**config.mk**
```make
export PLATFORM = sky130hd
export DESIGN_NAME = demux_1x4_4_reg_flat
export DESIGN_NICKNAME = d
export VERILOG_FILES = /design/src/rtl/demux_1x4_4_reg_if.sv /design/src/rtl/demux_1x4_4_reg.sv /design/src/flat_wrapper.sv
export SDC_FILE = /design/constraint.sdc
export NUM_CORES = 1
export LEC_CHECK = 0
export CORE_MARGIN = 10
export CORE_UTILIZATION = 40
export CTS_BUF_LIST = sky130_fd_sc_hd__clkbuf_4 sky130_fd_sc_hd__clkbuf_8
export DETAILED_ROUTE_END_ITERATION = 8
export PLACE_DENSITY_LB_ADDON = 0.3
export SLEW_MARGIN = 40
export SYNTH_ARGS = -nofsm -noshare
export SYNTH_HDL_FRONTEND = slang
export SYNTH_SLANG_ARGS = --single-unit
```
**constraint.sdc**
```tcl
create_clock -name clk -period 2.2 [get_ports clk]
set_input_delay 0.44 -clock clk [delete_from_list [all_inputs] [get_ports clk]]
set_output_delay 0.44 -clock clk [all_outputs]
set_load 0.05 [all_outputs]
```
**src/rtl/demux_1x4_4_reg_if.sv**
```systemverilog
// Handshake bundle for the 1-to-4 registered demultiplexer.
// master = producer/consumers (bench), slave = the demux itself.
interface demux_1x4_4_reg_if #(
  parameter int unsigned WIDTH = 4,
  parameter int unsigned CNT_W = 8
);
  logic             in_valid;
  logic             in_ready;
  logic [WIDTH-1:0] in_data;
  logic [1:0]       sel;
  logic             auto_mode;
  logic [3:0]       out_valid;
  logic [3:0]       out_ready;
  logic [WIDTH-1:0] out_data0;
  logic [WIDTH-1:0] out_data1;
  logic [WIDTH-1:0] out_data2;
  logic [WIDTH-1:0] out_data3;
  logic [1:0]       auto_ptr;
  logic [CNT_W-1:0] xfer_count;

  modport master (
    output in_valid, in_data, sel, auto_mode, out_ready,
    input  in_ready, out_valid, out_data0, out_data1, out_data2, out_data3, auto_ptr, xfer_count
  );

  modport slave (
    input  in_valid, in_data, sel, auto_mode, out_ready,
    output in_ready, out_valid, out_data0, out_data1, out_data2, out_data3, auto_ptr, xfer_count
  );
endinterface

```
**src/rtl/demux_1x4_4_reg.sv**
```systemverilog
// 1-to-4 demultiplexer with one registered slot per channel, manual or round-robin
// steering, and a saturating count of accepted input words.
module demux_1x4_4_reg #(
  parameter int unsigned WIDTH = 4,
  parameter int unsigned CNT_W = 8
) (
  input logic              clk,
  input logic              rst_n,
  demux_1x4_4_reg_if.slave bus
);

  localparam logic [CNT_W-1:0] CntMax = '1;

  logic [3:0]       r_valid;
  logic [WIDTH-1:0] r_data [4];
  logic [1:0]       r_ptr;
  logic [CNT_W-1:0] r_cnt;

  logic [1:0]       w_tgt;
  logic             w_in_ready;
  logic             w_accept;

  assign w_tgt      = bus.auto_mode ? r_ptr : bus.sel;
  // A full target slot can still accept when it drains on the same edge.
  assign w_in_ready = rst_n & (~r_valid[w_tgt] | bus.out_ready[w_tgt]);
  assign w_accept   = bus.in_valid & w_in_ready;

  always_ff @(posedge clk or negedge rst_n) begin
    if (!rst_n) begin
      r_valid <= '0;
      r_data  <= '{default: '0};
      r_ptr   <= '0;
      r_cnt   <= '0;
    end else begin
      for (int k = 0; k < 4; k++) begin
        if (w_accept && (w_tgt == 2'(k))) begin
          r_data[k]  <= bus.in_data;
          r_valid[k] <= 1'b1;
        end else if (r_valid[k] && bus.out_ready[k]) begin
          r_valid[k] <= 1'b0;
        end
      end
      if (w_accept && bus.auto_mode) begin
        r_ptr <= r_ptr + 2'd1;
      end
      if (w_accept && (r_cnt != CntMax)) begin
        r_cnt <= r_cnt + 1'b1;
      end
    end
  end

  assign bus.in_ready   = w_in_ready;
  assign bus.out_valid  = r_valid;
  assign bus.out_data0  = r_data[0];
  assign bus.out_data1  = r_data[1];
  assign bus.out_data2  = r_data[2];
  assign bus.out_data3  = r_data[3];
  assign bus.auto_ptr   = r_ptr;
  assign bus.xfer_count = r_cnt;

endmodule

```
**src/flat_wrapper.sv**
```systemverilog
// flat-port wrapper written by rule: the top's interface ports become plain ports
module demux_1x4_4_reg_flat 
#(
  parameter int unsigned WIDTH = 4,
  parameter int unsigned CNT_W = 8
)
  (clk, rst_n, bus_in_valid, bus_in_data, bus_sel, bus_auto_mode, bus_out_ready, bus_in_ready, bus_out_valid, bus_out_data0, bus_out_data1, bus_out_data2, bus_out_data3, bus_auto_ptr, bus_xfer_count);
  demux_1x4_4_reg_if #(.WIDTH(WIDTH), .CNT_W(CNT_W)) bus_i ();
  input logic clk;
  input logic rst_n;
  input wire logic [$bits(bus_i.in_valid)-1:0] bus_in_valid;
  input wire logic [$bits(bus_i.in_data)-1:0] bus_in_data;
  input wire logic [$bits(bus_i.sel)-1:0] bus_sel;
  input wire logic [$bits(bus_i.auto_mode)-1:0] bus_auto_mode;
  input wire logic [$bits(bus_i.out_ready)-1:0] bus_out_ready;
  output wire logic [$bits(bus_i.in_ready)-1:0] bus_in_ready;
  output wire logic [$bits(bus_i.out_valid)-1:0] bus_out_valid;
  output wire logic [$bits(bus_i.out_data0)-1:0] bus_out_data0;
  output wire logic [$bits(bus_i.out_data1)-1:0] bus_out_data1;
  output wire logic [$bits(bus_i.out_data2)-1:0] bus_out_data2;
  output wire logic [$bits(bus_i.out_data3)-1:0] bus_out_data3;
  output wire logic [$bits(bus_i.auto_ptr)-1:0] bus_auto_ptr;
  output wire logic [$bits(bus_i.xfer_count)-1:0] bus_xfer_count;
  assign bus_i.in_valid = bus_in_valid;
  assign bus_i.in_data = bus_in_data;
  assign bus_i.sel = bus_sel;
  assign bus_i.auto_mode = bus_auto_mode;
  assign bus_i.out_ready = bus_out_ready;
  assign bus_in_ready = bus_i.in_ready;
  assign bus_out_valid = bus_i.out_valid;
  assign bus_out_data0 = bus_i.out_data0;
  assign bus_out_data1 = bus_i.out_data1;
  assign bus_out_data2 = bus_i.out_data2;
  assign bus_out_data3 = bus_i.out_data3;
  assign bus_auto_ptr = bus_i.auto_ptr;
  assign bus_xfer_count = bus_i.xfer_count;
  demux_1x4_4_reg #(.WIDTH(WIDTH), .CNT_W(CNT_W)) u_core (.clk(clk), .rst_n(rst_n), .bus(bus_i));
endmodule
```
== After elaboration in Yosys (flattened, before gate mapping) ==
Cells that the tools add are included.

* Flip-flop bits (word level): 30
* Input bits: 14
* Output and inout bits: 31
* Word-level logic and storage cells: 49

* Add/sub/neg operators: 2
* Magnitude comparators: 1
* Equality and inequality tests: 4
* Mux-type cells: 13
* Bitwise gates (word level): 4
* Reductions and logical operators: 15

{| class="wikitable"
|+ Operator list
! cell !! count
|-
| 1-bit logical AND || 10
|-
| 1-bit two-way mux || 10
|-
| 8-bit by 1-bit adder with 8-bit output (second input constant) || 1
|-
| 8-bit != test (second input constant) || 1
|-
| 2-bit nonzero test || 4
|-
| 1-bit binary-select mux with 2-bit select || 2
|-
| 2-bit equality test (second input constant) || 2
|-
| 2-bit by 3-bit < comparator with 1-bit output (second input constant) || 1
|-
| 2-bit by 1-bit adder with 2-bit output (second input constant) || 1
|-
| 1-bit AND || 2
|-
| 2-bit by 1-bit equality test with 1-bit output (second input constant) || 1
|-
| 2-bit zero test || 1
|-
| 2-bit two-way mux || 1
|-
| 1-bit NOT || 1
|-
| 1-bit OR || 1
|}

== Logic depth before layout (Yosys ltp) ==
Gate-level depths: netlist of the first run.

* Depth in word-level cells: 9
* Mapped depth: 6
* Depth with buffers taken out: 5

== Least setup slack after synthesis of the first run ==
OpenSTA, ideal clock, no wires.

* Kind: reg2out
* Start point: reg u_core.r_ptr[1] (netlist: u_core.bus.auto_ptr[1])
* End point: out bus_in_ready
* Data arrival time: 1.957 ns
* Data required time: 1.760 ns
* Slack: -0.197 ns
* Cell stages (with the launch flop): 5
* Buffers on the path: 0
* Path through: dfrtp_1 -> mux2i_4 -> mux2_4 -> mux2i_1 -> nor2b_1

* Word-level cells in the longest chain between the ends: 6
* Elaborated cells on any way between the ends: 8
* Classes of those cells: 5 x mux; 3 x bitwise

{| class="wikitable"
|+ Ends and longest elaborated chain
! what !! line !! text
|-
| start, declared || demux_1x4_4_reg.sv:16 || <nowiki>logic [1:0] r_ptr;</nowiki>
|-
| start signal, assigned || demux_1x4_4_reg.sv:44 || <nowiki>r_ptr <= r_ptr + 2'd1;</nowiki>
|-
| 2-bit two-way mux (*) || demux_1x4_4_reg.sv:23 || <nowiki>assign w_tgt = bus.auto_mode ? r_ptr : bus.sel;</nowiki>
|-
| 1-bit binary-select mux with 2-bit select || demux_1x4_4_reg.sv:25 || <nowiki>assign w_in_ready = rst_n & (~r_valid[w_tgt] | bus.out_ready[w_tgt]);</nowiki>
|-
| 1-bit two-way mux (not written as such) || demux_1x4_4_reg.sv:25 ||
|-
| 1-bit NOT || demux_1x4_4_reg.sv:25 ||
|-
| 1-bit OR (*) || demux_1x4_4_reg.sv:25 ||
|-
| 1-bit AND (*) || demux_1x4_4_reg.sv:25 ||
|-
| end, declared || flat_wrapper.sv:16 || <nowiki>output wire logic [$bits(bus_i.in_ready)-1:0] bus_in_ready;</nowiki>
|}

Mark *: on every way between the ends. The rest lies on a longest branch, timed or not. The select of a mux whose other input is x is not followed.

== Worst setup path in the final report of the first run ==
* Start point: in bus_auto_mode
* End point: out bus_in_ready

* Word-level cells in the longest chain between the ends: 6
* Elaborated cells on any way between the ends: 8
* Classes of those cells: 5 x mux; 3 x bitwise

{| class="wikitable"
|+ Ends and longest elaborated chain
! what !! line !! text
|-
| start, declared || flat_wrapper.sv:14 || <nowiki>input wire logic [$bits(bus_i.auto_mode)-1:0] bus_auto_mode;</nowiki>
|-
| 2-bit two-way mux (*) || demux_1x4_4_reg.sv:23 ||
|-
| 1-bit binary-select mux with 2-bit select || demux_1x4_4_reg.sv:25 ||
|-
| 1-bit two-way mux (not written as such) || demux_1x4_4_reg.sv:25 ||
|-
| 1-bit NOT || demux_1x4_4_reg.sv:25 ||
|-
| 1-bit OR (*) || demux_1x4_4_reg.sv:25 ||
|-
| 1-bit AND (*) || demux_1x4_4_reg.sv:25 ||
|}

Marks and branches as above.

==> flow_metrics.tcl, run 1 <==
set metrics [dict create \
    status "completed" \
    ys_types 24 \
    design_area_mm2 0.002086 \
    fin_crit_ns 2.156 \
    cp_slowest_cell "mux2_4" \
    grt_max_degree 12 \
    cts_buffers 5 \
    numPortBuffers 44 \
    startpoint_type "primary input" \
    grt_pass1_vias 1132 \
    r2r_start "u_core.bus.auto_ptr[1]$_DFFE_PN0P_" \
    yosysSeqAreaShare_pct 55.30 \
    end_kind "output pin" \
    criticalPathCategory "primary input to output pin" \
    yosys.area.top_type_share_pct 55.30 \
    antennaDiodeCount 0 \
    fmax_mhz 463.9 \
    required_ns 1.76 \
    via_count 1031 \
    finalPower_w 0.003230 \
    antenna_found_initial 0 \
    min_to "u_core.bus.out_data3[0]$_DFFE_PN0P_" \
    cts.sinks 30 \
    cts_tree "built" \
    min_path_cells 1 \
    crit_top_cell "mux2i_4" \
    ff2ff_path_depth 7 \
    grt_pass1_wl_um 5733 \
    vias_per_cell 4.708 \
    grt_setup_unrepaired "false" \
    die_area_mm2 0.006124 \
    timing.final.crit_share_pct 97.99 \
    die_h_um 78.26 \
    netlist_instances 103 \
    route.met3.wl_um 163 \
    syn2layout_area_growth_pct 53.64 \
    leakagePower_nw 0.9199 \
    maxSlewHeadroom_pct 63.04 \
    dp.final_hpwl_um 2674 \
    yosysWarnings 0 \
    cp_slowest_stage_delay_ns 0.35 \
    cts-root-buf "clkbuf_4" \
    mostFrequentLayoutCells "clkdlybuf4s50_1 (41), dfrtp_1 (30), buf_4 (19)" \
    tightest_slew_ns 0.5502 \
    r2r_slack_ns 0.27 \
    critPathMaxFanout 3 \
    pin_count 45 \
    drc_errors 0 \
    met2_length_um 1702 \
    cp.arrival_ns 1.72 \
    overflow 0 \
    ctsHoldBuffers 0 \
    syn_area_mm2 0.001358 \
    cp_num_buf_inv 2 \
    drv_slew 0 \
    ir_drop_uv 782.2 \
    nFillCells 275 \
    placed_area_mm2 0.001969 \
    avgRoutedWirePerCell_um 15.50 \
    nets 187 \
    clockBufferDepth 2 \
    clk_pin_slew_ns 0.08 \
    hold_class "flop to flop" \
    clk_latency_ns 0.32 \
    synth-seq-cells 30 \
    routed_wl_um 3394 \
    die_w_um 78.26 \
    r2r_end "u_core.bus.xfer_count[7]$_DFFE_PN0P_" \
    critPathTopFamily "multiplexers" \
    crit_chain "clkdlybuf4s15_1, mux2i_4, mux2_4, mux2i_4, nor2b_2, buf_12" \
    synth_area_leaders "dfrtp_1 (55%), mux2_2 (13%), xor2_1 (4.5%), mux2_4 (3.3%), nand2b_1 (2.3%)" \
    holdCritStartpoint "u_core.bus.out_data3[0]$_DFFE_PN0P_" \
    avgSynthCellArea_um2 13.18 \
    wl_met1_um 1469 \
    fin_hold_ws_ns 0.5117 \
    start_util_pct 41.01 \
    setup_viol_count_final 0 \
    drv_cap 0 \
    yosysTopAreaCell "dfrtp_1" \
    top_layer_used "met4" \
    drive_gt1_share_pct 32.37 \
    powerDensity_mw_per_mm2 1549 \
    gp_congestion 0.8510 \
    drtAntennaViolNets 0 \
    coreArea_mm2 0.003311 \
    syn_nets 118 \
    utilization_pct 63.00 \
    htree_levels 2 \
    first_iter_violations 57 \
    hold_viol 0 \
    dr.pass1.iters 4 \
    final_common_cell "clkdlybuf4s50_1" \
    placementRows 21 \
    track_usage_pct 11.57 \
    clock_skew_ns 0.01269 \
]
==> worst max-delay path by stage <==
stage,from,end,slack (ns),cells past startpoint
4_1_cts,bus_auto_mode,bus_in_ready,0.004,6
5_1_grt,u_core.bus.auto_ptr[1]$_DFFE_PN0P_,bus_in_ready,0.002,5
6_report,bus_auto_mode,bus_in_ready,0.04,6
3_3_place_gp,bus_auto_mode,bus_in_ready,-0.32,6
3_5_place_dp,bus_auto_mode,u_core.bus.xfer_count[7]$_DFFE_PN0P_,-0.35,7
2_1_floorplan,u_core.bus.auto_ptr[1]$_DFFE_PN0P_,bus_in_ready,0.05,4
==> synthesized netlist by cell type (all sizes together) <==
master   n
nor4     1
inv      1
nand3    5
nor3b    4
a22oi    1
clkbuf   1
nor2b    1
ha       1
nand2    7
nand2b   5
xor2     7
or2      1
mux2    21
nor2     3
dfrtp   30
nor3     5
o21ai    3
mux2i    3
and3     3
==> worst register-to-register path: stages (launching register included) <==
cell,delay (ns)
dfrtp_1,0.43
mux2i_4,0.21
mux2_4,0.22
mux2i_4,0.07
buf_4,0.14
buf_4,0.12
nor4_1,0.29
mux2_1,0.34
==> through the flow <==
| stage | setup slack, ns | cells | setup TNS [ns] |
|---|---|---|---|
| floorplan | 0.04989 | 103 | 0 |
| global placement | -0.3176 | 206 | -6.104 |
| detailed placement | -0.3491 | 206 | -7.463 |
| CTS | 0.003830 | 217 | 0 |
| global route | 0.002086 | 219 | 0 |
| finish | 0.04415 | 219 | 0 |
==> routing by layer <==
metal	vias up	track usage (%)
met3	6	4.328
met2	29	18.59
met4	0	5.018
li1	500	-
met5	-	0
met1	496	13.51
==> report_power, final <==
part / total [W] / leakage [nW] / switching, W / internal, W
clock: 0.000348 / 0.0387 / 0.000181 / 0.000167
sequential: 0.000979 / 0.370 / 0.000189 / 0.000790
combinational: 0.00190 / 0.511 / 0.00118 / 0.000728
==> area by class of cell <==
type	count	area, um2	share of cell area [%]
Multi-Input combinational cell	71	618.1	29.63
Inverter	1	3.754	0.1800
Timing Repair Buffer	63	591.8	28.37
Tap cell	46	57.56	2.759
Clock buffer	7	58.81	2.819
Sequential cell	30	750.7	35.99
Clock inverter	1	5.005	0.2400
==> repair_timing <==
item                                    4_1_cts  5_1_grt
setup buffers                                 3        2
resized for setup                             4        2
gates cloned                                  0        0
pin swaps                                     0        0
endpoints found under the setup margin        1        1
==> kinds of logic after synthesis <==
logic type / count (synthesis) / share of synthesized area [%]
adders and majority gates: 1 / 0.9215
muxes: 24 / 21.38
buffers and inverters: 2 / 0.5525
DFF: 30 / 55.30
and+or+nand+nor: 35 / 14.66
xor gates and xnor gates: 7 / 4.516
AOI/OAI and AO/OA: 4 / 2.672
==> state kept, by name, indices dropped and copies added, names as in the netlist <==
| register | count |
|---|---|
| u_core.bus.xfer_count | 8 |
| u_core.bus.out_data0 | 4 |
| u_core.bus.out_data1 | 4 |
| u_core.bus.out_data2 | 4 |
| u_core.bus.out_data3 | 4 |
| u_core.bus.out_valid | 4 |
| u_core.bus.auto_ptr | 2 |
(Power assumes the default switching activity.)
==> run 2, diff against run 1 <==
- CORE_MARGIN: 10 -> not set
==> flow_metrics.tcl, run 2 (synthesized netlist as in run 1, its figures left out) <==
set metrics [dict create \
    status "completed" \
    largest_reg_flops 8 \
    hold_viol 0 \
    syn2layout_area_growth_pct 53.09 \
    mostFrequentLayoutCells "clkdlybuf4s50_1 (41), dfrtp_1 (29), buf_4 (18)" \
    clk_latency_ns 0.33 \
    powerDensity_mw_per_mm2 1539 \
    switching_share_pct 48.20 \
    placementRows 20 \
    criticalPathCategory "primary input to output pin" \
    track_usage_pct 19.44 \
    avgRoutedWirePerCell_um 14.26 \
    cts.sinks 30 \
    pin_count 45 \
    grt_max_degree 24 \
    final_common_cell "clkdlybuf4s50_1" \
    end_kind "output pin" \
    grt_pass1_vias 1047 \
    dr.pass1.iters 4 \
    via_count 1034 \
    nets 186 \
    p_seq_share_pct 30.8 \
    drv_slew 0 \
    design_area_mm2 0.002078 \
    clockBufferDepth 2 \
    fin_crit_ns 2.153 \
    fin_hold_ws_ns 0.5136 \
    antennaDiodeCount 0 \
    drive_gt1_share_pct 33.14 \
    gp_congestion 0.8397 \
    leakagePower_nw 0.9088 \
    overflow 0 \
    startpoint_type "primary input" \
    cts_buffers 5 \
    drc_errors 0 \
    critPathTopFamily "multiplexers" \
    die_area_mm2 0.003631 \
    hold_class "flop to flop" \
    combPwrFrac_pct 58.4 \
    start_util_pct 43.40 \
    first_iter_violations 15 \
    clock_skew_ns 0.006668 \
    timing.final.crit_share_pct 97.87 \
    grt_pass1_wl_um 4933 \
    power.share.clock_pct 10.8 \
    ir_drop_uv 871.2 \
    cts-root-buf "clkbuf_4" \
    cts_tree "built" \
    setup_viol_count_final 0 \
    grt_setup_unrepaired "false" \
    routed_wl_um 3081 \
    cp_slowest_cell "mux2_4" \
    cp.arrival_ns 1.71 \
    p_switching_w 0.001542 \
    vias_per_cell 4.787 \
    htree_levels 2 \
    cp_num_buf_inv 2 \
    ctsHoldBuffers 0 \
    drv_cap 0 \
    clk_pin_slew_ns 0.10 \
    dp.final_hpwl_um 2283 \
    coreArea_mm2 0.003128 \
    maxSlewHeadroom_pct 66.11 \
    antenna_found_initial 0 \
    fmax_mhz 464.5 \
    die_h_um 60.26 \
    cp_slowest_stage_delay_ns 0.34 \
    required_ns 1.76 \
    fin_setup_tns_ns 0 \
    die_w_um 60.26 \
    crit_top_cell "mux2i_4" \
    placed_area_mm2 0.001974 \
    drtAntennaViolNets 0 \
    tightest_slew_ns 0.5068 \
    r2r_slack_ns 0.34 \
    crit_chain "clkdlybuf4s15_2, mux2i_4, mux2_4, mux2i_4, nor2b_2, buf_12" \
    critPathMaxFanout 3 \
    internal-power_w 0.001656 \
    numPortBuffers 44 \
]
run 2: worst paths after layout:
path,from,end,cells past startpoint
worst max-delay path,bus_auto_mode,bus_in_ready,6
min in group asynchronous,rst_n,u_core.bus.xfer_count[0]$_DFFE_PN0P_,2
worst min-delay path,u_core.bus.out_data2[3]$_DFFE_PN0P_,u_core.bus.out_data2[3]$_DFFE_PN0P_,1
worst max register to register,u_core.bus.auto_ptr[1]$_DFFE_PN0P_,u_core.bus.xfer_count[6]$_DFFE_PN0P_,6
max in group asynchronous,rst_n,u_core.bus.xfer_count[7]$_DFFE_PN0P_,2
worst min register to register,u_core.bus.out_data2[3]$_DFFE_PN0P_,u_core.bus.out_data2[3]$_DFFE_PN0P_,1
run 2: cell type report:
| class | count | area [um2] |
|---|---|---|
| timing repair buffer | 62 | 585.6 |
| multi-input combinational | 71 | 618.1 |
| tap | 44 | 55.05 |
| fill | 253 | 1050 |
| sequential | 30 | 752.0 |
| inverter | 1 | 3.754 |
| clock inverter | 2 | 12.51 |
| clock buffer | 6 | 51.30 |
run 2: what timing repair did:
| item | 4_1_cts | 5_1_grt |
|---|---|---|
| endpoints found under the hold margin | 0 | 0 |
| resized for setup | 6 | 2 |
| setup buffers | 2 | 1 |
| endpoints found under the setup margin | 2 | 1 |
| pin swaps | 0 | 0 |
run 2: power by group through the flow:
stage / combinational (W) / sequential, W / clock, W
2_1_floorplan: 0.000350 / 0.00181 / 0
3_3_place_gp: 0.00182 / 0.000982 / 0
3_5_place_dp: 0.00184 / 0.000996 / 0
4_1_cts: 0.00186 / 0.000990 / 0.000365
5_1_grt: 0.00195 / 0.00101 / 0.000383
6_report: 0.00187 / 0.000984 / 0.000346
run 2: per-layer routing:
| layer | wire [um] | global-route usage, % |
|---|---|---|
| met4 | 46 | 6.977 |
| met1 | 1339 | 24.23 |
| met5 | 0 | 0 |
| met3 | 141 | 6.061 |
| met2 | 1553 | 31.55 |
run 2: through the flow:
stage | setup WS [ns] | utilization, % | cells | total power, W
3_3_place_gp | -0.3502 | 63.12 | 205 | 0.002800
4_1_cts | 0.01012 | 65.80 | 215 | 0.003213
6_report | 0.04697 | 66.44 | 216 | 0.003198
3_5_place_dp | -0.4074 | 63.12 | 205 | 0.002837
2_1_floorplan | 0.04989 | - | 103 | 0.002156
5_1_grt | 0.0009007 | 66.44 | 216 | 0.003350
==> run 3, diff against run 2 <==
- SETUP_SLACK_MARGIN: not set -> 0.05
==> flow_metrics.tcl, run 3 (synthesized netlist as in run 1, its figures left out) <==
set metrics [dict create \
    status "finished with violations" \
    violations "negative setup slack" \
    fin_setup_tns_ns -0.09500 \
    criticalPathCategory "primary input to output pin" \
    startpoint_type "primary input" \
    ir_drop_uv 812.5 \
    vias_per_cell 4.819 \
    mostFrequentLayoutCells "clkdlybuf4s50_1 (40), dfrtp_1 (30), buf_4 (17)" \
    cts.sinks 30 \
    dp.final_hpwl_um 2281 \
    cp.arrival_ns 1.85 \
    met2_length_um 1483 \
    pin_count 45 \
    drtAntennaViolNets 0 \
    cts_tree "built" \
    cp_slowest_stage_delay_ns 0.40 \
    wl_met1_um 1269 \
    largest_reg_flops 8 \
    start_util_pct 43.40 \
    fin_crit_ns 2.295 \
    avgRoutedWirePerCell_um 13.94 \
    utilization_pct 66.00 \
    die_area_mm2 0.003631 \
    clk_pin_slew_ns 0.09 \
    top_layer_used "met4" \
    timing.final.crit_share_pct 104.3 \
    hold_class "primary input to asynchronous set/reset pin" \
    antenna_found_initial 0 \
    grt_pass1_wl_um 4864 \
    drv_slew 0 \
    cts_buffers 5 \
    final_common_cell "clkdlybuf4s50_1" \
    cp_num_buf_inv 3 \
    grt_pass1_vias 1022 \
    required_ns 1.76 \
    syn2layout_area_growth_pct 52.07 \
    routed_wl_um 2997 \
    setup_slack_ns -0.09500 \
    design_area_mm2 0.002064 \
    setup_viol_count_final 1 \
    clockBufferDepth 2 \
    track_usage_pct 19.34 \
    hold_viol 0 \
    placed_area_mm2 0.001964 \
    die_w_um 60.26 \
    drv_cap 0 \
    gp_congestion 0.8091 \
    critPathMaxFanout 3 \
    critPathTopFamily "buffers and inverters" \
    coreArea_mm2 0.003128 \
    fmax_mhz 435.7 \
    grt_setup_unrepaired "true" \
    placementRows 20 \
    cp_slowest_cell "clkdlybuf4s50_1" \
    leakagePower_nw 0.9256 \
    end_kind "output pin" \
    nets 185 \
    crit_chain "clkdlybuf4s50_1, nand2b_1, mux2_4, mux2i_1, buf_4, nor2b_4, buf_12" \
    drc_errors 0 \
    drive_gt1_share_pct 31.58 \
    maxSlewHeadroom_pct 63.83 \
    dr.pass1.iters 4 \
    via_count 1036 \
    clock_skew_ns 0.004204 \
    clk_latency_ns 0.32 \
    cts-root-buf "clkbuf_4" \
    overflow 0 \
    route.met3.wl_um 186 \
    grt_max_degree 18 \
    tightest_slew_ns 0.5384 \
    fin_hold_ws_ns 0.4415 \
    htree_levels 2 \
    ctsHoldBuffers 0 \
    first_iter_violations 37 \
    numPortBuffers 44 \
    die_h_um 60.26 \
    antennaDiodeCount 0 \
    pre_cts_slack_ns -0.4227 \
    powerDensity_mw_per_mm2 1537 \
]
==> run 3: cell types whose count changed in the layout (fill, tap and decap cells not counted), sizes merged <==
cell / change
clkdlybuf4s50: -1
clkinvlp: -1
dlymetal6s2s: +1
buf: -1
clkbuf: +1
==> run 3: routing by layer <==
metal	GRT usage (%)	up-vias
met3	7.576	7
li1	-	498
met2	30.30	31
met4	8.970	0
met1	23.20	500
met5	0	-
==> run 3: per-stage QoR <==
stage          power, W  std cells
2_1_floorplan  0.002158        103
4_1_cts        0.003200        215
3_5_place_dp   0.002815        203
5_1_grt        0.003350        215
3_3_place_gp   0.002790        203
6_report       0.003173        215
==> run 3: final timing paths <==
check,startpoint,depth (start not counted),to,slack [ns]
worst min register to register,u_core.bus.out_data0[2]$_DFFE_PN0P_,1,u_core.bus.out_data0[2]$_DFFE_PN0P_,0.51
max in group asynchronous,rst_n,3,u_core.bus.out_data2[2]$_DFFE_PN0P_,1.42
worst min-delay path,rst_n,2,u_core.bus.auto_ptr[1]$_DFFE_PN0P_,0.44
worst max register to register,u_core.bus.auto_ptr[1]$_DFFE_PN0P_,7,u_core.bus.xfer_count[7]$_DFFE_PN0P_,0.19
min in group clk,u_core.bus.out_data0[2]$_DFFE_PN0P_,1,u_core.bus.out_data0[2]$_DFFE_PN0P_,0.51
worst max-delay path,bus_out_ready[2],7,bus_in_ready,-0.09
==> run 3: cell type report <==
type                    count  area (um2)
repair buffers             61       580.6
fillers                   244        1064
multi-input cells          71       610.6
well taps                  44       55.05
inverters                   1       3.754
clock inverters             1       5.005
flip-flops and latches     30       750.7
clock buffers               7       58.81
==> run 3: timing repair <==
action / in CTS / in global routing
endpoints found under the setup margin: 11 / 3
gates cloned: 0 / 0
resized for setup: 4 / 2
setup buffers: 4 / 0
==> run 3: where the power goes <==
| group | total, W | switching, W | internal [W] |
|---|---|---|---|
| combinational | 0.00186 | 0.00116 | 0.000701 |
| clock | 0.000346 | 0.000179 | 0.000167 |
| sequential | 0.000969 | 0.000180 | 0.000790 |
